[config.mk]
export PLATFORM = sky130hd
export DESIGN_NAME = display_scan_ctrl
export DESIGN_NICKNAME = d
export VERILOG_FILES = /design/src/rtl/display_scan_ctrl.sv
export SDC_FILE = /design/constraint.sdc
export NUM_CORES = 1
export LEC_CHECK = 0
export BUFFER_PORTS_ARGS = -buffer_cell sky130_fd_sc_hd__buf_2
export CAP_MARGIN = 30
export CORE_ASPECT_RATIO = 0.6
export CORE_UTILIZATION = 30
export CTS_BUF_LIST = sky130_fd_sc_hd__clkbuf_16
export DETAILED_ROUTE_END_ITERATION = 12
export SLEW_MARGIN = 10
export SYNTH_ARGS = -nofsm -noshare
export SYNTH_HDL_FRONTEND = slang
export SYNTH_SLANG_ARGS = --single-unit
export TNS_END_PERCENT = 100
[constraint.sdc]
create_clock -name clk -period 2.3 [get_ports clk]
set_clock_uncertainty 0.1 [all_clocks]
set_input_delay 0.46 -clock clk [delete_from_list [all_inputs] [get_ports clk]]
set_output_delay 0.46 -clock clk [all_outputs]
set_load 0.005 [all_outputs]
[src/rtl/display_scan_ctrl.sv]
// display_scan_ctrl: multiplexes one shared BCD->7-seg decoder across NUM_DIGITS
// common-anode digits. Each digit slot opens with a blanking gap (all anodes off)
// so the decoder input settles before the matching anode switches on.
module display_scan_ctrl #(
  parameter int NUM_DIGITS   = 4,
  parameter int REFRESH_DIV  = 50000,
  parameter int BLANK_CYCLES = 500,
  parameter int LZ_SUPPRESS  = 1
) (
  input  logic                          clk,
  input  logic                          rst_n,
  input  logic                          enable,
  input  logic [4*NUM_DIGITS-1:0]       digits_in,
  input  logic [NUM_DIGITS-1:0]         blank_mask,
  output logic [3:0]                    dec_bcd,
  output logic [NUM_DIGITS-1:0]         an_n,
  output logic [$clog2(NUM_DIGITS)-1:0] digit_sel,
  output logic                          frame_done
);

  localparam int SEL_W = $clog2(NUM_DIGITS);
  localparam int CNT_W = (REFRESH_DIV > 2) ? $clog2(REFRESH_DIV) : 1;

  localparam logic [CNT_W-1:0] BLANK_LAST = CNT_W'(BLANK_CYCLES - 1);
  localparam logic [CNT_W-1:0] ON_LAST    = CNT_W'(REFRESH_DIV - BLANK_CYCLES - 1);
  localparam logic [SEL_W-1:0] SEL_LAST   = SEL_W'(NUM_DIGITS - 1);

  typedef enum logic [1:0] {IDLE, BLANK, ON} state_t;

  state_t                         state, state_nxt;
  logic [CNT_W-1:0]               cnt, cnt_nxt;
  logic [NUM_DIGITS-1:0][3:0]     shadow;
  logic [NUM_DIGITS-1:0]          shadow_mask;
  logic                           snap;
  logic [SEL_W-1:0]               sel_nxt, sel_inc;
  logic [NUM_DIGITS-1:0]          an_nxt;
  logic [3:0]                     dec_nxt;
  logic                           fd_nxt;
  logic [NUM_DIGITS-1:0]          lit_vec;
  logic [NUM_DIGITS-1:0]          zero_from;

  // Per-digit visibility: a digit is lit unless masked, not a decimal code,
  // or a suppressed leading zero (every digit from it upward is zero).
  for (genvar k = 0; k < NUM_DIGITS; k++) begin : g_dig
    assign zero_from[k] = ~|shadow[NUM_DIGITS-1:k];
    assign lit_vec[k]   = !shadow_mask[k] && (shadow[k] <= 4'd9) &&
                          !((LZ_SUPPRESS != 0) && (k > 0) && zero_from[k]);
  end

  assign sel_inc = digit_sel + SEL_W'(1);

  // Next-state and next-output logic; every register is loaded from here.
  always_comb begin
    state_nxt = state;
    cnt_nxt   = cnt + CNT_W'(1);
    sel_nxt   = digit_sel;
    an_nxt    = an_n;
    dec_nxt   = dec_bcd;
    fd_nxt    = 1'b0;
    snap      = 1'b0;
    if (!enable) begin
      // Going dark always wins, including over a frame-end pulse.
      state_nxt = IDLE;
      cnt_nxt   = '0;
      sel_nxt   = '0;
      an_nxt    = '1;
    end else begin
      case (state)
        IDLE: begin
          state_nxt = BLANK;
          cnt_nxt   = '0;
          sel_nxt   = '0;
          an_nxt    = '1;
          snap      = 1'b1;
          dec_nxt   = digits_in[3:0];
        end
        BLANK: begin
          an_nxt = '1;
          if (cnt == BLANK_LAST) begin
            state_nxt = ON;
            cnt_nxt   = '0;
            an_nxt    = lit_vec[digit_sel] ?
                        ~({{(NUM_DIGITS-1){1'b0}}, 1'b1} << digit_sel) : '1;
          end
        end
        ON: begin
          if (cnt == ON_LAST) begin
            state_nxt = BLANK;
            cnt_nxt   = '0;
            an_nxt    = '1;
            if (digit_sel == SEL_LAST) begin
              // Frame wrap: take a fresh snapshot and feed its digit 0 straight
              // to the decoder so it settles during the gap.
              sel_nxt = '0;
              fd_nxt  = 1'b1;
              snap    = 1'b1;
              dec_nxt = digits_in[3:0];
            end else begin
              sel_nxt = sel_inc;
              dec_nxt = shadow[sel_inc];
            end
          end
        end
        default: begin
          state_nxt = IDLE;
          cnt_nxt   = '0;
          sel_nxt   = '0;
          an_nxt    = '1;
        end
      endcase
    end
  end

  // State, counter, shadow snapshot and registered outputs.
  always_ff @(posedge clk or negedge rst_n) begin
    if (!rst_n) begin
      state       <= IDLE;
      cnt         <= '0;
      shadow      <= '0;
      shadow_mask <= '0;
      digit_sel   <= '0;
      an_n        <= '1;
      dec_bcd     <= 4'd0;
      frame_done  <= 1'b0;
    end else begin
      state      <= state_nxt;
      cnt        <= cnt_nxt;
      digit_sel  <= sel_nxt;
      an_n       <= an_nxt;
      dec_bcd    <= dec_nxt;
      frame_done <= fd_nxt;
      if (snap) begin
        shadow      <= digits_in;
        shadow_mask <= blank_mask;
      end
    end
  end

endmodule

Yosys cells after proc, flatten, opt, wreduce, memory -nomap -nowiden
Cells that the tools add are included.

$add $sub $neg: 2. Order comparisons: 6. Equal/unequal tests: 9. Shifts and indexed selects: 1. Muxes and demuxes: 30. Bitwise logic cells: 1. Reductions and logical operators: 19.

Operators by type and width (number): $mux W16 (3); $pmux W16 S2 (1); $mux W4 (7); $add A16 B1 Y16 const B (1); $eq A16 B16 Y1 const B (1); $eq A16 B9 Y1 const B (1); $le A4 B4 Y1 const B (4); $pmux W4 S2 (2); $mux W2 (6); $reduce_or A12 Y1 (1); $bmux W4 S2 (1); $reduce_or A8 Y1 (1); $logic_and A1 B1 Y1 (7); $lt A2 B3 Y1 const B (2); $mux W1 (6); $ne A3 B3 Y1 const B (2); $pmux W2 S3 (1); $eq A2 B2 Y1 const B (2); $logic_not A1 Y1 (4); $ne A2 B2 Y1 const B (2); $not A4 Y4 (1); $pmux W2 S2 (1); $reduce_and A2 Y1 (2); $reduce_or A4 Y1 (1); 8 further kinds (8).

Bits in registers: 49. Input port bits: 23. Output and inout bits: 11. Logic and storage cells: 79.

Depth between registers and ports, before layout
Gate-level depths: netlist (run 1).

Depth in word-level cells: 9. Depth in mapped cells: 7. Mapped depth without buffers: 6.

Worst setup path after synthesis (run 1)
No wires, ideal clock.

Path kind: register to register. From: register digit_sel[0]. To: register dec_bcd[3]. Setup time: 125 ps. Arrival time: 2075 ps. Required time: 2075 ps. Slack: 1 ps. Stages on the path, launching flop included: 7. Path buffers: 1. Clock period less this slack: 2299 ps. Path through: dfrtp_1 > buf_2 > inv_1 > ha_1 > mux4_2 > mux2_2 > mux2_2.

Word-level cells in the longest chain between the ends: 6. Elaborated cells on any way between the ends: 7. Classes of those cells: add/sub: 1; eq/ne: 1; mux: 5.

Ends and longest elaborated chain: from (decl) (line 17) `output logic [$clog2(NUM_DIGITS)-1:0] digit_sel,`; from (signal assigned) (line 128) `digit_sel <= sel_nxt;`; $add A2 B1 Y2 (line 50) `assign sel_inc = digit_sel + SEL_W'(1);`; $bmux W4 S2 (line 100) `dec_nxt = shadow[sel_inc];`; $mux W4 (not written as such) (line 100); $mux W4 * (line 91) `if (digit_sel == SEL_LAST) begin`; $mux W4 * (line 87) `if (cnt == ON_LAST) begin`; $pmux W4 S2 * (line 68) `case (state)`; to (signal assigned) (line 130) `dec_bcd <= dec_nxt;`; to (decl) (line 15) `output logic [3:0] dec_bcd,`.

Mark *: on every way between the ends. The rest lies on a longest branch, timed or not. The select of a mux whose other input is x is not followed. A chain may end at the register's enable or synchronous reset.

Final worst setup path (run 1)
From: register cnt[11]. To: register an_n[3].

Word-level cells in the longest chain between the ends: 4. Elaborated cells on any way between the ends: 6. Classes of those cells: eq/ne: 3; mux: 3.

Ends and longest elaborated chain: from (decl) (line 31) `logic [CNT_W-1:0] cnt, cnt_nxt;`; from (signal assigned) (line 127) `cnt <= cnt_nxt;`; $eq A16 B9 Y1 (line 79) `if (cnt == BLANK_LAST) begin`; $mux W4 (line 79); $pmux W4 S2 (line 68); $mux W4 (line 61) `if (!enable) begin`; to (signal assigned) (line 129) `an_n <= an_nxt;`; to (decl) (line 16) `output logic [NUM_DIGITS-1:0] an_n,`.

Parallel ways exist; a longest one is shown, timed or not.

==> impl_metrics.toml, run 1 <==
[synthesis]
synth_cell_types = 49
yosysMostFrequentCell = "dfrtp_1"
yosys-top-cells-area = "dfrtp_1, mux2_4, ha_1, dfstp_2, mux2_2"
synth_top_area_share = 0.4210
async_flop_share = 1.000
synth_commonest_cells = "dfrtp_1, mux2_4, nor3_1"
synth_warnings = 0
avgSynthCellArea_um2 = 12.00
synth_seq_area_share = 0.4602
ys_ff_latch = 49
synthFlopType = "dfrtp_1"
synth_edf_count = 0
synth_area_mm2 = 0.002675
synth_nets = 255
yosysTopAreaCell = "dfrtp_1"
syn_inst = 223

[placed_design]
place.gp.congestion = 0.7765
placed_area_mm2 = 0.002998
io_buffers = 33
dpl.cell_count = 368
pre_cts_slack_ps = 156.5
dp_hpwl_mm = 4.704

[worst_setup_path]
worst-r2r-setup-slack_ps = 120
path_delay_family = "simple AND/OR/NAND/NOR gates"
max_stage_delay_ps = 610
cp.depth = 4
timing.critical_path.buf_inv = 0
cp-start-kind = "flop"
critPathSlowestCell = "a2111oi_1"
required_ps = 2390
timing.rr.end = "an_n[3]$_DFFE_PN1P_"
path_cells = "nor4_4, nand4_1, a2111oi_1, a31oi_1"
worstPathArrival_ps = 2270
endpoint_kind = "flop"
crit_type = "flop to flop"
reg2reg_depth = 4
cp_max_fo = 7
r2r_start = "cnt[11]$_DFF_PN0_"

[pwr]
p_per_area_mw_per_mm2 = 725.0
power.leakage_nw = 1.298
p_total_mw = 2.278
ir_drop_v = 0.0003247

[final_layout]
fin_util = 0.3658
antennaDiodeCount = 0
area_growth_pct = 17.45
finalNetCount = 295
drive_gt1_frac = 0.3523
stdcell_area_mm2 = 0.003142
final_cells = 376

[floorplan]
core_mm2 = 0.008588
initial_utilization = 0.3115
die_w_um = 123.9
fp.dieH_um = 75.15
std_cell_rows = 26
boundaryPins = 34
dieArea_mm2 = 0.009311

[sta]
fmax_ghz = 0.4588
timing.final.crit_share = 0.9477
drv_slew = 0
rsz0062_at_grt = "no"
relSlewSlack = 0.5490
max_slew.worst_pin.slew_ps = 667.7
finalSetupTns_ps = 0
layout_setup_ws_ps = 120.2
setup_viol = 0
period_needed_ps = 2180
hold_violations = 0
hold_slack_ps = 57.36

[clock_network]
cts.sinks = 49
cts_buffer_depth = 2
numCtsBuffers = 5
cts.root.buffer_cell = "clkbuf_16"
cts_tree = "built"
ctsHtreeMaxLevel = 2
post_cts_buffers = 0
insertion_delay_ps = 290
clk_pin_slew_ps = 70

[drt]
antenna_left = 0
first_iter_violations = 96
wirelength_mm = 6.113
drc_errors = 0
viasPerCell = 5.024
dr.pass1.iters = 4
wl_per_cell_um = 16.26
dr_total_vias = 1889

[global_route]
antenna_found_initial = 0
gr-total-overflow = 0
grtUsageTotal = 0.1425
grt_max_degree = 26
grt_pass1_wl_mm = 9.867
grt_pass1_vias = 1809

[status]
outcome = "complete, no violations"

[min_path]
hp-class = "input pin to asynchronous set/reset pin"

[job]
cap_violations = 0
-- worst max path at each step --
stage	from	endpoint	slack [ps]
final	cnt[11]$_DFF_PN0_	an_n[3]$_DFFE_PN1P_	120
after global routing	cnt[11]$_DFF_PN0_	an_n[0]$_DFFE_PN1P_	40
after CTS	cnt[10]$_DFF_PN0_	an_n[3]$_DFFE_PN1P_	150
after detailed placement	cnt[10]$_DFF_PN0_	an_n[3]$_DFFE_PN1P_	160
after global placement	cnt[10]$_DFF_PN0_	an_n[3]$_DFFE_PN1P_	220
after floorplan	digit_sel[0]$_DFFE_PN0P_	dec_bcd[3]$_DFFE_PN0P_	0.6
-- repair_timing --
item                       in CTS  in global routing
hold buffers                    0                  0
resized for setup               0                  1
setup endpoints to repair       0                  1
-- cell families (layout without fill, tap and decap cells) --
group | after synthesis | in the layout | synth area share
and+or+nand+nor | 66 | 66 | 0.1492
DFF | 49 | 49 | 0.4602
AOI/OAI and AO/OA | 35 | 35 | 0.09308
muxes | 32 | 32 | 0.1796
buffers and inverters | 22 | 63 | 0.04302
xor gates and xnor gates | 10 | 10 | 0.03274
adders and majority gates | 9 | 9 | 0.04210
-- state kept, by name, summed over array words and instances, names as in the netlist --
signal	cells
shadow	16
frame_done	1
dec_bcd	4
cnt	16
digit_sel	2
shadow_mask	4
state	2
an_n	4
-- cell usage in the layout (no fill, tap or decap), types with 2 or more instances in the layout --
cell	n
mux2_4	20
a2111oi_0	3
mux2_2	8
buf_2	33
and4_1	2
buf_4	9
dfstp_2	4
nand2_1	8
clkbuf_16	5
mux4_2	4
or4_1	4
nor3_1	17
o21ai_0	10
nand3_1	6
nand4_1	6
clkinv_2	2
xnor2_1	4
nor2_1	6
or3_1	4
xor2_1	6
a31oi_1	4
a21oi_1	2
dfrtp_1	45
inv_1	12
a211oi_1	4
a21boi_0	2
ha_1	9
-- area by class of cell --
cell class	instances	area [um^2]
multi-input cells	152	1330
repair buffers	43	252.7
clock inverters	3	17.52
fillers	874	5446
flip-flops and latches	49	1231
clock buffers	5	125.1
inverters	12	45.04
well taps	112	140.1
-- where the power goes --
group / internal, mW / total, mW / switching (mW)
clock: 0.399 / 0.718 / 0.319
combinational: 0.269 / 0.470 / 0.200
sequential: 0.982 / 1.09 / 0.108
-- metal layers --
layer  up-vias  track usage  wire (um)  part of all wire
li1        915            -          -                 -
met1       921       0.2403       3493              0.57
met2        51       0.1728       2212              0.36
met3         2      0.03258        392             0.064
met4         0      0.03175         14            0.0023
met5         -            0          0                 0
(Power assumes the default switching activity.)
==> run 2, diff against run 1 <==
--- a/config.mk
+++ b/config.mk
@@ -9,7 +9,7 @@
 export CAP_MARGIN = 30
 export CORE_ASPECT_RATIO = 0.6
 export CORE_UTILIZATION = 30
-export CTS_BUF_LIST = sky130_fd_sc_hd__clkbuf_16
+export CTS_BUF_LIST = sky130_fd_sc_hd__clkbuf_8
 export DETAILED_ROUTE_END_ITERATION = 12
 export SLEW_MARGIN = 10
 export SYNTH_ARGS = -nofsm -noshare
==> run 2 against run 1 <==
  * Power decreased by 9.4%
  * Via count down 0.48%
  * Core utilization is 0.66 points lower
  * Sequential power is essentially flat
  * Count of clock-buffer cells in the layout stayed put
  * Die area is the same
  * Maximum frequency shrank 2.8%
  * Combinational power about the same
  * Hold slack worse by 26 ps
  * Sequential share of layout area rose by 0.72 points
  * Critical endpoint unchanged
==> impl_metrics.toml, run 2 (synthesized netlist as in run 1, its figures left out) <==
[worst_setup_path]
cp-start-kind = "flop"
critPathSlowestCell = "a2111oi_1"
endpoint_kind = "flop"
path_delay_family = "simple AND/OR/NAND/NOR gates"
worstPathArrival_ps = 2350
r2r_start = "cnt[11]$_DFF_PN0_"
path_cells = "nor4_4, nand4_1, a2111oi_1, a31oi_1"
max_stage_delay_ps = 630
cp_max_fo = 7
timing.rr.end = "an_n[3]$_DFFE_PN1P_"
required_ps = 2410
worst-r2r-setup-slack_ps = 60
reg2reg_depth = 4
crit_type = "flop to flop"
timing.critical_path.buf_inv = 0

[drt]
antenna_left = 0
viasPerCell = 5.000
drc_errors = 0
dr.pass1.iters = 4
wl_per_cell_um = 16.22
first_iter_violations = 109
dr_total_vias = 1880
wirelength_mm = 6.099

[clock_network]
hold_buffers = 0
ctsHtreeMaxLevel = 2
cts.sinks = 49
clk_pin_slew_ps = 90
insertion_delay_ps = 300
cts_buffer_depth = 2
numCtsBuffers = 5
cts.root.buffer_cell = "clkbuf_8"
cts_tree = "built"

[final_layout]
layout_commonest_cell = "dfrtp_1"
regArea_mm2 = 0.001231
finalNetCount = 295
drive_gt1_frac = 0.3523
nFillCells = 882
multiInputGateArea_mm2 = 0.001330
reg_top3 = "cnt x16, shadow x16"
final_cells = 376
antennaDiodeCount = 0
final_cell_mix = "dfrtp_1, buf_2, mux2_4"
area_growth_pct = 15.34

[pwr]
clock_power_share = 0.245
power.leakage_nw = 1.272
ir_drop_v = 0.0002430
p_per_area_mw_per_mm2 = 668.7
netSwitchingFraction = 0.2921
power.net_switching_mw = 0.6027
seqPwrFrac = 0.527
intPower_mw = 1.461
pwr-share-comb = 0.228

[placed_design]
dp_hpwl_mm = 4.704
pre_cts_slack_ps = 156.5
io_buffers = 33
dpl.cell_count = 368
place.gp.congestion = 0.7765

[global_route]
antenna_found_initial = 0
grt_pass1_vias = 1789
grtUsageTotal = 0.1430
grt_max_degree = 26
gr-total-overflow = 0
grt_pass1_wl_mm = 9.839

[sta]
period_needed_ps = 2243
rsz0062_at_grt = "no"
fmax_ghz = 0.4459
setup_viol = 0
hold_slack_ps = 31.60
relSlewSlack = 0.5448
max_slew.worst_pin.slew_ps = 674.0
drv_slew = 0
layout_setup_ws_ps = 57.25
timing.final.crit_share = 0.9751
hold_violations = 0
finalSetupTns_ps = 0

[floorplan]
std_cell_rows = 26
fp.dieH_um = 75.15
core_mm2 = 0.008588
boundaryPins = 34
initial_utilization = 0.3115
die_w_um = 123.9
dieArea_mm2 = 0.009311

[min_path]
hp-class = "input pin to asynchronous set/reset pin"

[status]
outcome = "complete, no violations"

[job]
cap_violations = 0
## run 2: per-stage QoR
step | power (mW) | area, um^2 | util
after global routing | 2.185 | 3085 | 0.3593
after detailed placement | 1.570 | 2998 | 0.3491
after CTS | 2.086 | 3084 | 0.3591
final | 2.063 | 3085 | 0.3593
after floorplan | 1.408 | 2675 | -
after global placement | 1.558 | 2998 | 0.3491
## run 2: area by class of cell
type                    instances  area share
clock inverters                 3    0.005677
multi-input cells             152      0.4311
repair buffers                 43     0.08191
well taps                     112     0.04542
inverters                      12     0.01460
flip-flops and latches         49      0.3990
clock buffers                   5     0.02230
## run 2: worst max path at each step
stage / start / to / slack (ps) / cells past startpoint
3_5_place_dp: cnt[10]$_DFF_PN0_ / an_n[3]$_DFFE_PN1P_ / 160 / 4
5_1_grt: cnt[0]$_DFF_PN0_ / dec_bcd[3]$_DFFE_PN0P_ / 30 / 5
3_3_place_gp: cnt[10]$_DFF_PN0_ / an_n[3]$_DFFE_PN1P_ / 220 / 4
6_report: cnt[11]$_DFF_PN0_ / an_n[3]$_DFFE_PN1P_ / 60 / 4
4_1_cts: cnt[11]$_DFF_PN0_ / an_n[3]$_DFFE_PN1P_ / 150 / 4
2_1_floorplan: digit_sel[0]$_DFFE_PN0P_ / dec_bcd[3]$_DFFE_PN0P_ / 0.6 / 6
## run 2: layer usage
| metal | part of all wire | wire length [um] | vias to the layer above | track usage |
|---|---|---|---|---|
| met3 | 0.050 | 304 | 4 | 0.03258 |
| met2 | 0.35 | 2155 | 39 | 0.1685 |
| met5 | 0 | 0 | - | 0 |
| li1 | - | - | 914 | - |
| met4 | 0.0082 | 50 | 0 | 0.03968 |
| met1 | 0.59 | 3588 | 923 | 0.2422 |
## run 2: what timing repair did
action                     4_1_cts  5_1_grt
setup endpoints to repair        0        1
resized for setup                0        1
buffers inserted                 0        0
## run 2: power by group through the flow
stage / sequential (mW) / combinational (mW) / clock, mW
3_5_place_dp: 1.10 / 0.466 / 0
6_report: 1.09 / 0.470 / 0.506
4_1_cts: 1.09 / 0.472 / 0.525
5_1_grt: 1.11 / 0.510 / 0.568
3_3_place_gp: 1.10 / 0.456 / 0
2_1_floorplan: 1.06 / 0.347 / 0
==> run 3, diff against run 2 <==
--- a/config.mk
+++ b/config.mk
@@ -11,6 +11,7 @@
 export CORE_UTILIZATION = 30
 export CTS_BUF_LIST = sky130_fd_sc_hd__clkbuf_8
 export DETAILED_ROUTE_END_ITERATION = 12
+export SETUP_SLACK_MARGIN = 0.3
 export SLEW_MARGIN = 10
 export SYNTH_ARGS = -nofsm -noshare
 export SYNTH_HDL_FRONTEND = slang
==> run 3 against run 2 <==
  * Hold slack worse by 19 ps
  * Final area is 11% higher
  * Global-route usage is 0.65 points higher
  * Via count is 6.1% higher
  * Critical path depth is 1 higher
  * Sequential share of layout area is 3.7 points lower
  * Critical endpoint is now shadow[7]$_DFFE_PN0P_
  * Highest routed layer unchanged
  * Cell count is 5.1% higher
  * Largest power group unchanged
  * Maximum frequency is 9.0% higher
==> impl_metrics.toml, run 3 (synthesized netlist as in run 1, its figures left out) <==
[status]
outcome = "complete, no violations"

[global_route]
grtUsageTotal = 0.1495
busiest_layer = "met1"
grt_pass1_wl_mm = 10.38
met1_usage = 0.2317
grt_use_met2 = 0.2080
antenna_found_initial = 0
globalRouteMet3Util = 0.02803
grt_pass1_vias = 1938
gr-total-overflow = 0
grt_max_degree = 30

[worst_setup_path]
endpoint_kind = "flop"
crit_type = "flop to flop"
worstPathArrival_ps = 2150
required_ps = 2390
cp-start-kind = "flop"
cp_max_fo = 10

[floorplan]
std_cell_rows = 26
initial_utilization = 0.3115
boundaryPins = 34
die_w_um = 123.9
dieArea_mm2 = 0.009311
core_mm2 = 0.008588
fp.dieH_um = 75.15

[final_layout]
area_growth_pct = 27.50
multiInputGateArea_mm2 = 0.001448
final_cell_mix = "dfrtp_1, buf_2, mux2_4, buf_4, nor3_1"
finalNetCount = 314
layout_commonest_cell = "dfrtp_1"
antennaDiodeCount = 0
regArea_mm2 = 0.001234
nFillCells = 844
reg_top3 = "cnt x16, shadow x16"
drive_gt1_frac = 0.4735
final_cells = 395

[clock_network]
clk_pin_slew_ps = 90
cts.sinks = 49
ctsHtreeMaxLevel = 2
cts_tree = "built"
hold_buffers = 0
insertion_delay_ps = 300
cts.root.buffer_cell = "clkbuf_8"
cts_buffer_depth = 2
numCtsBuffers = 5

[sta]
drv_slew = 0
period_needed_ps = 2058
relSlewSlack = 0.4123
rsz0062_at_grt = "yes"
max_slew.worst_pin.slew_ps = 870.1
fmax_ghz = 0.4858
hold_violations = 0
timing.final.crit_share = 0.8949
finalSetupTns_ps = 0
hold_slack_ps = 12.82
setup_viol = 0

[drt]
dr_total_vias = 1995
wl_per_cell_um = 16.63
drc_errors = 0
dr.pass1.iters = 4
wirelength_mm = 6.570
first_iter_violations = 83
antenna_left = 0
viasPerCell = 5.051

[job]
cap_violations = 0

[placed_design]
io_buffers = 33
dp_hpwl_mm = 4.676
place.gp.congestion = 0.8328
dpl.cell_count = 368

[pwr]
p_per_area_mw_per_mm2 = 640.1
ir_drop_v = 0.0002601
power.leakage_nw = 1.416

[min_path]
hp-class = "input pin to asynchronous set/reset pin"
## run 3: cell count changes in the layout (fill, tap and decap cells not counted), sizes merged
cell,change
clkbuf,+3
clkinvlp,-1
clkinv,-1
buf,+18
## run 3: worst paths after layout
check	startpoint	to	slack (ps)	cells past startpoint
min in group clk	digits_in[11]	shadow[11]$_DFFE_PN0P_	280	2
max in group asynchronous	rst_n	shadow[12]$_DFFE_PN0P_	1570	2
min reg2reg	dec_bcd[0]$_DFFE_PN0P_	dec_bcd[0]$_DFFE_PN0P_	420	1
max reg2reg	cnt[11]$_DFF_PN0_	shadow[7]$_DFFE_PN0P_	240	5
max	cnt[11]$_DFF_PN0_	shadow[7]$_DFFE_PN0P_	240	5
min	rst_n	cnt[8]$_DFF_PN0_	10	1
## run 3: what timing repair did
item	CTS	global route
pin swaps	7	9
resized for setup	5	25
gates cloned	1	1
buffers inserted	10	7
setup endpoints to repair	32	46
## run 3: per-layer routing
layer,up-vias,share of wire
met4,0,0.010
li1,965,-
met1,980,0.54
met3,7,0.052
met5,-,0
met2,43,0.40
## run 3: layout make-up
type                       count  share of cell area
tap                          112             0.04109
inverter                      12             0.01394
clock inverter                 1            0.001467
sequential                    49              0.3617
timing repair buffer          62              0.1291
multi-input combinational    152              0.4244
clock buffer                   7             0.02825
## run 3: critical path, cell delays in order, from the launching register on
cell and delay, ps:
dfrtp_2 460, nor4_4 350, and4_1 270, a32o_2 280, buf_12 180, mux2_4 310
## run 3: through the flow
stage / area (um^2) / utilization / power, mW / worst slack (ps)
3_5_place_dp: 3037 / 0.3536 / 1.598 / 215.5
4_1_cts: 3247 / 0.3781 / 2.180 / 272.5
5_1_grt: 3411 / 0.3971 / 2.301 / 192.9
3_3_place_gp: 3037 / 0.3536 / 1.581 / 241.0
2_1_floorplan: 2711 / - / 1.416 / 208.7
6_report: 3411 / 0.3971 / 2.183 / 241.6
## run 3: report_power, final
| part | internal, mW | switching (mW) |
|---|---|---|
| clock network | 0.272 | 0.279 |
| logic | 0.305 | 0.227 |
| registers | 0.981 | 0.119 |
| total | 1.56 | 0.625 |
